===== config.mk =====
export PLATFORM = sky130hd
export DESIGN_NAME = noise_channel_p
export DESIGN_NICKNAME = d
export VERILOG_FILES = /design/src/rtl/noise_channel_p_pkg.sv /design/src/rtl/noise_channel_p_lfsr.sv /design/src/rtl/noise_channel_p.sv
export SDC_FILE = /design/constraint.sdc
export NUM_CORES = 1
export LEC_CHECK = 0
export CAP_MARGIN = 5
export CORE_ASPECT_RATIO = 1.5
export CORE_MARGIN = 3
export CORE_UTILIZATION = 30
export CTS_CLUSTER_DIAMETER = 200
export DETAILED_ROUTE_END_ITERATION = 8
export SLEW_MARGIN = 5
export SYNTH_ARGS = -nofsm -noshare
export SYNTH_HDL_FRONTEND = slang
export SYNTH_SLANG_ARGS = --single-unit

===== constraint.sdc =====
create_clock -name clk -period 7.2 [get_ports clk]
set_clock_uncertainty 0.1 [all_clocks]
set_input_delay 1.08 -clock clk [delete_from_list [all_inputs] [get_ports clk]]
set_output_delay 1.08 -clock clk [all_outputs]
set_load 0.02 [all_outputs]

===== src/rtl/noise_channel_p_pkg.sv =====
// Shared definitions for the noisy symbol channel: FSM encoding, LFSR
// polynomial, default seed and the LFSR step function.
package noise_channel_p_pkg;

    // 3-bit encoding kept identical in width to the existing channel state
    typedef enum logic [2:0] {
        ST_IDLE = 3'd0,
        ST_LOAD = 3'd1,
        ST_EMIT = 3'd2,
        ST_DONE = 3'd3
    } chan_state_e;

    // Right-shifting Galois form of x^16 + x^14 + x^13 + x^11 + 1
    localparam logic [15:0] LFSR_POLY    = 16'hB400;
    localparam logic [15:0] SEED_DEFAULT = 16'hACE1;

    function automatic logic [15:0] lfsr_next(input logic [15:0] s);
        return s[0] ? ((s >> 1) ^ LFSR_POLY) : (s >> 1);
    endfunction

endpackage


===== src/rtl/noise_channel_p_lfsr.sv =====
// Free-running 16-bit Galois LFSR used as the channel noise source.
module channel_lfsr
    import noise_channel_p_pkg::*;
#(
    parameter logic [15:0] SEED = SEED_DEFAULT
) (
    input  logic        clk,
    input  logic        reset,
    output logic [15:0] lfsr_state
);

    logic [15:0] state_q;
    logic [15:0] state_d;

    // Next LFSR value, advanced unconditionally every cycle
    always_comb begin
        state_d = lfsr_next(state_q);
    end

    // State register, reloaded with the seed while reset is held
    always_ff @(posedge clk) begin
        if (reset) begin
            state_q <= SEED;
        end else begin
            state_q <= state_d;
        end
    end

    assign lfsr_state = state_q;

endmodule


===== src/rtl/noise_channel_p.sv =====
// Noisy channel: emits SPS saturated samples of sym*AMP plus LFSR noise for
// each symbol requested through a four-phase chan_start/chan_done handshake.
module noise_channel_p
    import noise_channel_p_pkg::*;
#(
    parameter int          OUT_W   = 12,
    parameter int          AMP     = 256,
    parameter int          NOISE_W = 7,
    parameter int          SPS     = 4,
    parameter logic [15:0] SEED    = SEED_DEFAULT
) (
    input  logic                    clk,
    input  logic                    reset,
    input  logic                    chan_start,
    input  logic signed [1:0]       trans_out,
    input  logic                    noise_en,
    input  logic [2:0]              noise_shift,
    output logic signed [OUT_W-1:0] chan_out,
    output logic                    sample_valid,
    output logic                    chan_done
);

    localparam int SUM_W = OUT_W + 2;
    localparam logic signed [SUM_W-1:0] MAX_V = SUM_W'((2 ** (OUT_W - 1)) - 1);
    localparam logic signed [SUM_W-1:0] MIN_V = ~MAX_V;
    localparam logic signed [SUM_W-1:0] AMP_S = SUM_W'(AMP);

    if (AMP < 1 || AMP > (2 ** (OUT_W - 1)) - 1) begin : g_bad_amp
        $error("noise_channel_p: AMP out of range");
    end
    if (SPS < 1 || SPS > 255) begin : g_bad_sps
        $error("noise_channel_p: SPS out of range");
    end
    if (SEED == 16'h0000) begin : g_bad_seed
        $error("noise_channel_p: SEED must be nonzero");
    end
    if (2 * NOISE_W > 16 || NOISE_W >= OUT_W) begin : g_bad_noise_w
        $error("noise_channel_p: NOISE_W too wide");
    end

    function automatic logic signed [OUT_W-1:0] sat_out(input logic signed [SUM_W-1:0] v);
        if (v > MAX_V) begin
            return MAX_V[OUT_W-1:0];
        end else if (v < MIN_V) begin
            return MIN_V[OUT_W-1:0];
        end
        return v[OUT_W-1:0];
    endfunction

    chan_state_e               state_q, state_d;
    logic [7:0]                cnt_q, cnt_d;
    logic signed [1:0]         sym_q, sym_d;
    logic signed [OUT_W-1:0]   chan_out_q, chan_out_d;
    logic [15:0]               lfsr_state;
    logic signed [NOISE_W-1:0] s0, s1;
    logic signed [NOISE_W:0]   nsum, nshift;
    logic signed [SUM_W-1:0]   noise_ext, sym_amp;
    logic signed [OUT_W-1:0]   sample;

    channel_lfsr #(.SEED(SEED)) u_lfsr (
        .clk        (clk),
        .reset      (reset),
        .lfsr_state (lfsr_state)
    );

    // Sample datapath: two signed LFSR slices summed, attenuated, added to sym*AMP
    always_comb begin
        s0        = NOISE_W'(lfsr_state);
        s1        = NOISE_W'(lfsr_state >> NOISE_W);
        nsum      = (NOISE_W + 1)'(s0) + (NOISE_W + 1)'(s1);
        nshift    = nsum >>> noise_shift;
        noise_ext = noise_en ? SUM_W'(nshift) : {SUM_W{1'b0}};
        sym_amp   = SUM_W'(sym_q) * AMP_S;
        sample    = sat_out(sym_amp + noise_ext);
    end

    // Next-state logic for the symbol FSM, counter, symbol latch and output hold
    always_comb begin
        state_d    = state_q;
        cnt_d      = cnt_q;
        sym_d      = sym_q;
        chan_out_d = chan_out_q;
        case (state_q)
            ST_IDLE: begin
                if (chan_start) begin
                    state_d = ST_LOAD;
                    sym_d   = trans_out;
                end
            end
            ST_LOAD: begin
                cnt_d   = 8'd0;
                state_d = ST_EMIT;
            end
            ST_EMIT: begin
                chan_out_d = sample;
                cnt_d      = cnt_q + 8'd1;
                if (cnt_q == 8'(SPS - 1)) begin
                    state_d = ST_DONE;
                end
            end
            ST_DONE: begin
                if (!chan_start) begin
                    state_d = ST_IDLE;
                end
            end
            default: begin
                state_d = ST_IDLE;
            end
        endcase
    end

    // Registers; reset aborts any symbol in flight and clears the output
    always_ff @(posedge clk) begin
        if (reset) begin
            state_q    <= ST_IDLE;
            cnt_q      <= 8'd0;
            sym_q      <= 2'sd0;
            chan_out_q <= '0;
        end else begin
            state_q    <= state_d;
            cnt_q      <= cnt_d;
            sym_q      <= sym_d;
            chan_out_q <= chan_out_d;
        end
    end

    assign chan_out     = (state_q == ST_EMIT) ? sample : chan_out_q;
    assign sample_valid = (state_q == ST_EMIT);
    assign chan_done    = (state_q == ST_DONE);

endmodule


==> results of run 1 <==
==> through the flow <==
| step | power [mW] | hold slack, ns | area (um2) | util [%] | worst slack (ns) |
|---|---|---|---|---|---|
| after global routing | 0.972 | 0.366 | 2600 | 37.2 | 0.738 |
| after global placement | 0.726 | 0.322 | 2490 | 35.6 | 1.24 |
| after CTS | 0.916 | 0.352 | 2600 | 37.2 | 1.03 |
| final | 0.903 | 0.343 | 2600 | 37.2 | 1.09 |
| after floorplan | 0.578 | 0.314 | 2190 | - | 2.25 |
| after detailed placement | 0.730 | 0.327 | 2490 | 35.6 | 1.11 |
==> power breakdown <==
group	internal (mW)	total [mW]	switching (mW)
combinational	0.193	0.436	0.244
sequential	0.261	0.284	0.0227
clock	0.103	0.183	0.0803
==> flip-flops by register name, summed over array words and instances, names as in the netlist <==
signal	flops
u_lfsr.lfsr_state	16
cnt_q	8
sym_q	2
chan_out_q	12
state_q	2
==> cells in the mapped netlist, types with 3 or more instances <==
library cell  instances
nor2_1               26
nor2b_1              10
o32ai_1               3
nand3_1               5
o21ai_0               8
fa_1                  4
xor2_1                7
nand2_1              18
nand4_1               3
a2111oi_2             3
xnor2_1               4
nor3_1                4
or3_1                 4
a31oi_1               3
ha_1                 13
or2_2                 4
and2_1                7
dfxtp_1              40
mux2i_1               3
inv_1                10
clkbuf_1              5
o21ai_1               4
a21oi_1              13
a21o_1                3
==> path summary, 6_finish.rpt <==
path	slack, ns	startpoint	endpoint	cells past startpoint
worst max-delay path	1.09	u_lfsr.lfsr_state[0]$_SDFF_PP1_	chan_out[0]	14
worst max register to register	2.89	u_lfsr.lfsr_state[0]$_SDFF_PP1_	chan_out_q[0]$_SDFF_PP0_	13
worst min register to register	0.34	u_lfsr.lfsr_state[15]$_SDFF_PP1_	u_lfsr.lfsr_state[14]$_SDFF_PP0_	1
worst min-delay path	0.34	u_lfsr.lfsr_state[15]$_SDFF_PP1_	u_lfsr.lfsr_state[14]$_SDFF_PP0_	1
==> cell families (layout without fill, tap and decap cells) <==
kind of cell	Yosys count	after routing	share of synthesized area (%)
AO/OA/AOI/OAI	61	61	21.1
XOR/XNOR	11	11	4.40
adder cells (fa/ha/maj)	17	17	11.1
buffers and inverters	19	41	3.83
flip-flops	40	40	36.6
multiplexers	5	5	2.92
AND/OR/NAND/NOR	89	89	20.1
==> final cells by class <==
class | count | area share, %
clock inverters | 3 | 1.63
multi-input cells | 183 | 50.1
flip-flops and latches | 40 | 30.8
clock buffers | 5 | 2.64
repair buffers | 23 | 8.75
inverters | 10 | 1.44
well taps | 97 | 4.66
==> critical path, stage by stage, from the launching register on <==
cell and delay [ns]:
dfxtp_1 0.39, ha_1 0.25, a211o_1 0.34, a41oi_2 0.25
a31oi_2 0.22, nor2b_1 0.49, ha_1 0.29, fa_1 0.19
fa_1 0.43, and2_1 0.20, o21ai_1 0.39, o21ai_0 0.27
o31a_1 0.18, a31oi_1 0.14, clkdlybuf4s50_1 0.63
==> per-layer routing <==
metal	part of all wire [%]	routed length, um
met1	43	1990
met2	53	2460
met3	2.5	116
met4	1.5	69
met5	0	0
==> reports/results.txt, run 1 <==
status: completed
post-route setup TNS: 0 ns
Syn Inst Count: 242
Worst-Skew Late Latency: 0.29 ns
via count: 1784
crit share post-route: 84.8%
largest net degree at the start of global routing: 24
drt first pass iters: 4
WS Path Type: register to output pin
Slew Viols, Final: 0
number of global-route vias before repair: 1804
top cell type by total area after synthesis: dfxtp_1
Placed Cells incl. Taps: 353
Arrival @ worst endpoint: 4.93 ns
Total GRT Usage: 12.1%
met1 Track Usage GR: 13.7%
Storage cell area: 801 um2
initial antenna violation count: 0
post_cts resized: 0
setup violators final: 0
GRT Residual Overflow: 0
grt peak-use layer: met2
f_max: 164 MHz
GRT met3 Usage: 2.82%
Critical Path Start Type: register
final wirelength: 4.64 mm
max_cap viols: 0
Post-synth EDFFs: 0
most common cell after layout, fill and taps aside: dfxtp_1
Ys Warns: 0
routability cong.: 0.799
P&R area growth vs syn: 18.9%
Synth cell types: 56
vias per cell: 4.94
core area: 6990 um2
Final Hold Violating Endpoints: 0
io pins: 23
power density over the cells: 347 nW/um2
Multi-input gate area: 1300 um2
dominant cells by area after synthesis: dfxtp_1, ha_1, nor2_1
synthesized cell area: 2190 um2
Post-CTS Setup Inserts: 0
Root Buffer: clkbuf_8
DR DRC count: 0
CTS Sinks: 40
maximum root-to-sink buffer count: 2
first-pass GRT wire length: 8.02 mm
Nets: 289
std cell rows: 37
htree depth: 2
Slew @ Worst Pin: 0.745 ns
DPL Wire Length: 3.52 mm
Pleak: 0.987 nW
syn_area_per_cell: 9.04 um2
FILL cells: 745
Starting Density: 31.3%
input/output buffers: 22
Req. time, crit path: 6.02 ns
post-detailed-route count of antenna-violating nets: 0
Non-Filler Instances: 361
ANT cells: 0
1st-iter DRT viols: 92
Worst slew margin: 50.3%
Setup crit end kind: output pin
largest fanout on the critical path: 7
clock slew at the register clock pins of the worst setup and hold paths: 0.08 ns
WL per Instance: 12.9 um
Seq/Total Area, Yosys: 36.6%
HP Class: register to register
die width: 75.7 um
Num CTS Buffers: 5
Yosys reg bits: 40
Post-synth ARST share: 0%
maximum vdd ir drop: 0.206 mV
Synth Flop Type: dfxtp_1
Final min period: 6.11 ns
post-synth top area share: 36.6%
syn nets: 268
TritonCTS clock tree: built
die height: 111 um
Hold-fix buffers, CTS: 0
met2 usage: 21.2%
die area: 8380 um2
most frequent cells in the layout: dfxtp_1, nor2_1, clkdlybuf4s50_1
share of layout cells above drive strength 1: 9.09%
RSZ-0062 raised after global routing: no
No activity file was read; power rests on OpenSTA's default activity.
==> inputs of run 2 (changes only) <==
- clock period: 7.2 -> 6.1 ns (I/O delays scaled with it)
==> run 2 against run 1 <==
Compared with the run above:
- register-to-register slack got worse by 0.82 ns
- routed wire length rose by 0.71%
- non-clock buffer count up 2
- largest cell class unchanged
- via count up 1.5%
- worst hold slack improved by 0.0077 ns
- setup slack got worse by 0.64 ns
- final area decreased by 0.72%
- combinational power increased by 19%
- clock power is 10% lower
- first-iteration DRC count decreased by 41%
==> reports/results.txt, run 2 (synthesis gave the netlist of run 1 again) <==
status: completed
CP max stage delay: 0.63 ns (about the same)
share of layout cells above drive strength 1: 9.06% (-0.034 points)
Worst-Skew Late Latency: 0.28 ns (about the same)
input/output buffers: 22 (unchanged)
initial antenna violation count: 0 (unchanged)
worst r2r dst: chan_out_q[0]$_SDFF_PP0_
worst-path cell chain: ha_1 > a211o_1 > a41oi_2 > a31oi_2 > nor2b_1 > ha_1 > fa_1 > fa_1 > and2_1 > o21ai_1 > o21ai_0 > o31a_1 > a31oi_1 > clkdlybuf4s50_1
routability cong.: 0.858 (+7.3%)
vias per cell: 5.00 (+1.2%)
Int Pwr: 0.616 mW (+11%)
clock share of power: 16.1% (-4.2 points)
Critical Path Start Type: register
post_cts resized: 0 (unchanged)
DR DRC count: 0 (unchanged)
maximum root-to-sink buffer count: 2 (unchanged)
Worst slew margin: 47.4% (-2.9 points)
1st-iter DRT viols: 54 (-41%)
most common cell after layout, fill and taps aside: dfxtp_1
TritonCTS clock tree: built
Starting Density: 31.3% (unchanged)
f_max: 177 MHz
Req. time, crit path: 5.08 ns (-0.94 ns)
wire length on met3: 112 um (-3.4%)
Nets: 291 (+0.69%)
first-pass GRT wire length: 8.18 mm (+2.0%)
met2 routed WL: 2.47 mm (+0.37%)
Hold Path Origin: u_lfsr.lfsr_state[12]$_SDFF_PP0_
most frequent cells in the layout: dfxtp_1, nor2_1, clkdlybuf4s50_1
htree depth: 2 (unchanged)
core area: 6990 um2 (unchanged)
fin util: 37.0% (-0.27 points)
clock slew at the register clock pins of the worst setup and hold paths: 0.08 ns (about the same)
die area: 8380 um2 (unchanged)
RR Startpoint: u_lfsr.lfsr_state[0]$_SDFF_PP1_
ANT cells: 0 (unchanged)
Slew Viols, Final: 0 (unchanged)
CP max stage cell: clkdlybuf4s50_1
maximum vdd ir drop: 0.223 mV (+8.5%)
crit path to: chan_out[0]
WS Path Type: register to output pin
post-detailed-route count of antenna-violating nets: 0 (unchanged)
die height: 111 um (unchanged)
Root Buffer: clkbuf_8
Tot Pwr: 1.02 mW (+13%)
RSZ-0062 raised after global routing: no
GRT Residual Overflow: 0 (unchanged)
HP Class: register to register
FILL cells: 724 (-2.8%)
Pleak: 0.983 nW (-0.38%)
M1 wire length: 2.00 mm (+0.50%)
setup violators final: 0 (unchanged)
R2R setup slack: 2.07 ns (-0.82 ns)
Arrival @ worst endpoint: 4.63 ns (-0.30 ns)
Switching Share: 39.5% (+1.1 points)
largest net degree at the start of global routing: 24 (unchanged)
via count: 1811 (+1.5%)
post-route setup TNS: 0 ns (unchanged)
DPL Wire Length: 3.53 mm (+0.22%)
Num CTS Buffers: 5 (unchanged)
sw power: 0.402 mW (+16%)
Crit path buffers/inverters: 1 (unchanged)
drt first pass iters: 4 (unchanged)
Post-CTS Setup Inserts: 0 (unchanged)
WL per Instance: 12.9 um (+0.43%)
P&R area growth vs syn: 18.1%
critical path startpoint: u_lfsr.lfsr_state[0]$_SDFF_PP1_
Final min period: 5.65 ns
Top delay family on crit path: compound AO/OA/AOI/OAI gates
io pins: 23 (unchanged)
number of global-route vias before repair: 1798 (-0.33%)
Final Hold Violating Endpoints: 0 (unchanged)
combinational power share: 51.1% (+2.8 points)
cell count along the critical path: 14 (unchanged)
Total GRT Usage: 12.3% (+0.15 points)
max_cap viols: 0 (unchanged)
register share of total power: 32.9% (+1.5 points)
Slew @ Worst Pin: 0.789 ns (+0.0439 ns)
CTS Sinks: 40 (unchanged)
final wirelength: 4.67 mm (+0.71%)
die width: 75.7 um (unchanged)
Max Used Layer: met4
Hold-fix buffers, CTS: 0 (unchanged)
hold path depth: 1 (unchanged)
Setup crit end kind: output pin
largest fanout on the critical path: 5 (-2)
crit share post-route: 92.6%
power density over the cells: 394 nW/um2 (+14%)
max reg flops: 16 (unchanged)
Reg2Reg Depth: 13 (unchanged)
std cell rows: 37 (unchanged)
run 2: cell count changes in the layout (fill, tap and decap cells not counted):
cell	before	now
buf_4	1	3
clkinvlp_4	1	0
clkbuf_1	0	1
bufinv_16	1	0
run 2: how the worst min path moves through the flow:
stage          slack, ns                               end
6_report            0.35  u_lfsr.lfsr_state[11]$_SDFF_PP1_
2_1_floorplan       0.31  u_lfsr.lfsr_state[14]$_SDFF_PP0_
3_5_place_dp        0.33  u_lfsr.lfsr_state[14]$_SDFF_PP0_
5_1_grt             0.36  u_lfsr.lfsr_state[14]$_SDFF_PP0_
4_1_cts             0.35  u_lfsr.lfsr_state[14]$_SDFF_PP0_
3_3_place_gp        0.33  u_lfsr.lfsr_state[11]$_SDFF_PP1_
run 2: layout make-up:
| cell class | instances | area [um2] | area share (%) |
|---|---|---|---|
| multi-input combinational | 183 | 1300 | 50.5 |
| sequential | 40 | 801 | 31.0 |
| timing repair buffer | 25 | 243 | 9.39 |
| tap | 97 | 121 | 4.70 |
| clock buffer | 6 | 72.6 | 2.81 |
| inverter | 10 | 37.5 | 1.45 |
| clock inverter | 1 | 5.00 | 0.194 |
run 2: per-layer routing:
layer,GRT usage (%),vias to the layer above
met5,0,-
met4,5.37,0
met3,2.19,9
met2,20.1,26
met1,15.2,871
li1,-,905
run 2: metrics by stage:
step	setup slack (ns)	hold slack [ns]	std cells	cell area, um2
global route	0.159	0.364	362	2580
detailed placement	0.672	0.333	355	2510
CTS	0.447	0.352	362	2580
floorplan	1.32	0.314	242	2190
finish	0.454	0.351	362	2580
global placement	0.733	0.326	355	2510
run 2: worst reg2reg max path, cell delays in order (launching register included):
cell	delay, ns
dfxtp_1	0.46
ha_1	0.22
a211o_1	0.18
a41oi_2	0.15
a31oi_2	0.41
nor2b_1	0.13
ha_1	0.23
fa_1	0.38
fa_1	0.45
and2_1	0.20
o21ai_1	0.33
o21ai_0	0.24
o31a_1	0.18
a311oi_1	0.26
run 2: power by group through the flow:
stage	clock [mW]	sequential, mW	combinational [mW]
2_1_floorplan	0	0.334	0.348
3_3_place_gp	0	0.340	0.521
3_5_place_dp	0	0.341	0.522
4_1_cts	0.171	0.335	0.526
5_1_grt	0.179	0.340	0.571
6_report	0.164	0.334	0.520
==> inputs of run 3 (changes only) <==
- PLACE_DENSITY: not set -> 0.57
- SETUP_SLACK_MARGIN: not set -> 0.5
- clock period: 6.1 -> 6.57 ns (I/O delays scaled with it)
==> run 3 against run 2 <==
Compared with the run above:
- clock power increased by 28%
- via count fell by 1.9%
- register-to-register slack better by 0.51 ns
- core utilization increased by 0.61 points
- flip-flop and latch count unchanged
- routed wire length shrank 0.86%
- die area unchanged
- total power decreased by 1.6%
- count of clock-buffer cells in the layout decreased by 1
==> reports/results.txt, run 3 (synthesis gave the netlist of run 1 again) <==
Num CTS Buffers: 5 (unchanged)
Reg2Reg Depth: 14 (+1)
final wirelength: 4.63 mm (-0.86%)
Hold Path Origin: u_lfsr.lfsr_state[15]$_SDFF_PP1_
Top delay family on crit path: compound AO/OA/AOI/OAI gates
WS Path Type: register to output pin
Critical Path Start Type: register
Final min period: 5.69 ns
crit share post-route: 86.5%
CP max stage cell: clkdlybuf4s50_1
Nets: 290 (-0.34%)
routability cong.: 0.877 (+2.3%)
most frequent cells in the layout: dfxtp_1, nor2_1, clkdlybuf4s50_1
RR Startpoint: u_lfsr.lfsr_state[0]$_SDFF_PP1_
htree depth: 2 (unchanged)
DR DRC count: 0 (unchanged)
max reg flops: 16 (unchanged)
Pleak: 0.994 nW (+1.1%)
max_cap viols: 0 (unchanged)
worst r2r dst: chan_out_q[0]$_SDFF_PP0_
Worst Setup Slack, final: 0.885 ns (+0.431 ns)
cell count along the critical path: 15 (+1)
input/output buffers: 22 (unchanged)
largest net degree at the start of global routing: 24 (unchanged)
Placement Setup Slack: 0.763 ns (+0.0907 ns)
Total GRT Usage: 12.0% (-0.25 points)
Final Hold Violating Endpoints: 0 (unchanged)
setup violators final: 0 (unchanged)
io pins: 23 (unchanged)
HP Class: register to register
vias per cell: 4.91 (-1.9%)
P&R area growth vs syn: 20.0%
WL per Instance: 12.8 um (-0.86%)
CP max stage delay: 0.62 ns (about the same)
TritonCTS clock tree: built
via count: 1776 (-1.9%)
die height: 111 um (unchanged)
status: completed
Arrival @ worst endpoint: 4.60 ns (-0.03 ns)
die area: 8380 um2 (unchanged)
clock slew at the register clock pins of the worst setup and hold paths: 0.09 ns (about the same)
critical path startpoint: u_lfsr.lfsr_state[0]$_SDFF_PP1_
first-pass GRT wire length: 7.86 mm (-4.0%)
Req. time, crit path: 5.48 ns (+0.40 ns)
Setup crit end kind: output pin
post_cts resized: 0 (unchanged)
worst-path cell chain: ha_1 > a211o_1 > a41oi_2 > a31oi_4 > nor2b_1 > buf_4 > ha_1 > fa_1 > fa_1 > and2_1 > o21ai_2 > o21ai_0 > o31a_1 > a31oi_1 > clkdlybuf4s50_1
largest fanout on the critical path: 7 (+2)
DPL Wire Length: 3.51 mm (-0.58%)
post-detailed-route count of antenna-violating nets: 0 (unchanged)
drt first pass iters: 4 (unchanged)
ANT cells: 0 (unchanged)
f_max: 176 MHz
crit path to: chan_out[0]
initial antenna violation count: 0 (unchanged)
maximum vdd ir drop: 0.191 mV (-15%)
Slew Viols, Final: 0 (unchanged)
die width: 75.7 um (unchanged)
Worst-Skew Late Latency: 0.30 ns (+0.02 ns)
Root Buffer: clkbuf_8
R2R setup slack: 2.58 ns (+0.51 ns)
Worst slew margin: 46.8% (-0.64 points)
number of global-route vias before repair: 1740 (-3.2%)
core area: 6990 um2 (unchanged)
Starting Density: 31.3% (unchanged)
std cell rows: 37 (unchanged)
Hold-fix buffers, CTS: 0 (unchanged)
maximum root-to-sink buffer count: 2 (unchanged)
Post-CTS Setup Inserts: 0 (unchanged)
power density over the cells: 382 nW/um2 (-3.2%)
CTS Sinks: 40 (unchanged)
most common cell after layout, fill and taps aside: dfxtp_1
GRT Residual Overflow: 0 (unchanged)
share of layout cells above drive strength 1: 9.81% (+0.75 points)
RSZ-0062 raised after global routing: no
Slew @ Worst Pin: 0.798 ns (+0.00966 ns)
Crit path buffers/inverters: 2 (+1)
1st-iter DRT viols: 76 (+41%)
post-route setup TNS: 0 ns (unchanged)
## run 3: area by class of cell
cell class | instances | area (um2)
Fill cell | 726 | 4360
Multi-Input combinational cell | 183 | 1320
Sequential cell | 40 | 801
Timing Repair Buffer | 24 | 235
Tap cell | 97 | 121
Clock buffer | 5 | 68.8
Clock inverter | 3 | 46.3
Inverter | 10 | 37.5
## run 3: per-layer routing
layer | share of wire (%) | vias up | global-route usage, %
li1 | - | 904 | -
met1 | 43 | 837 | 13.7
met2 | 52 | 27 | 20.5
met3 | 3.3 | 8 | 3.19
met4 | 2.1 | 0 | 4.90
met5 | 0 | - | 0
## run 3: per-stage QoR
| stage | instance area [um2] | power [mW] | hold slack [ns] | utilization [%] | std cells |
|---|---|---|---|---|---|
| finish | 2630 | 1.00 | 0.348 | 37.6 | 362 |
| CTS | 2610 | 1.01 | 0.349 | 37.4 | 362 |
| detailed placement | 2500 | 0.799 | 0.336 | 35.7 | 354 |
| global placement | 2500 | 0.797 | 0.326 | 35.7 | 354 |
| floorplan | 2190 | 0.633 | 0.314 | - | 242 |
| global route | 2630 | 1.07 | 0.366 | 37.6 | 362 |
## run 3: worst min path at each step
stage	endpoint	depth (start not counted)
6_report	u_lfsr.lfsr_state[14]$_SDFF_PP0_	1
5_1_grt	u_lfsr.lfsr_state[14]$_SDFF_PP0_	1
4_1_cts	u_lfsr.lfsr_state[14]$_SDFF_PP0_	1
3_5_place_dp	u_lfsr.lfsr_state[14]$_SDFF_PP0_	1
3_3_place_gp	u_lfsr.lfsr_state[11]$_SDFF_PP1_	1
2_1_floorplan	u_lfsr.lfsr_state[14]$_SDFF_PP0_	1
## run 3: report_power, final
group          internal [mW]  switching (mW)
Clock                  0.114          0.0951
Combinational          0.213           0.268
Sequential             0.286          0.0245
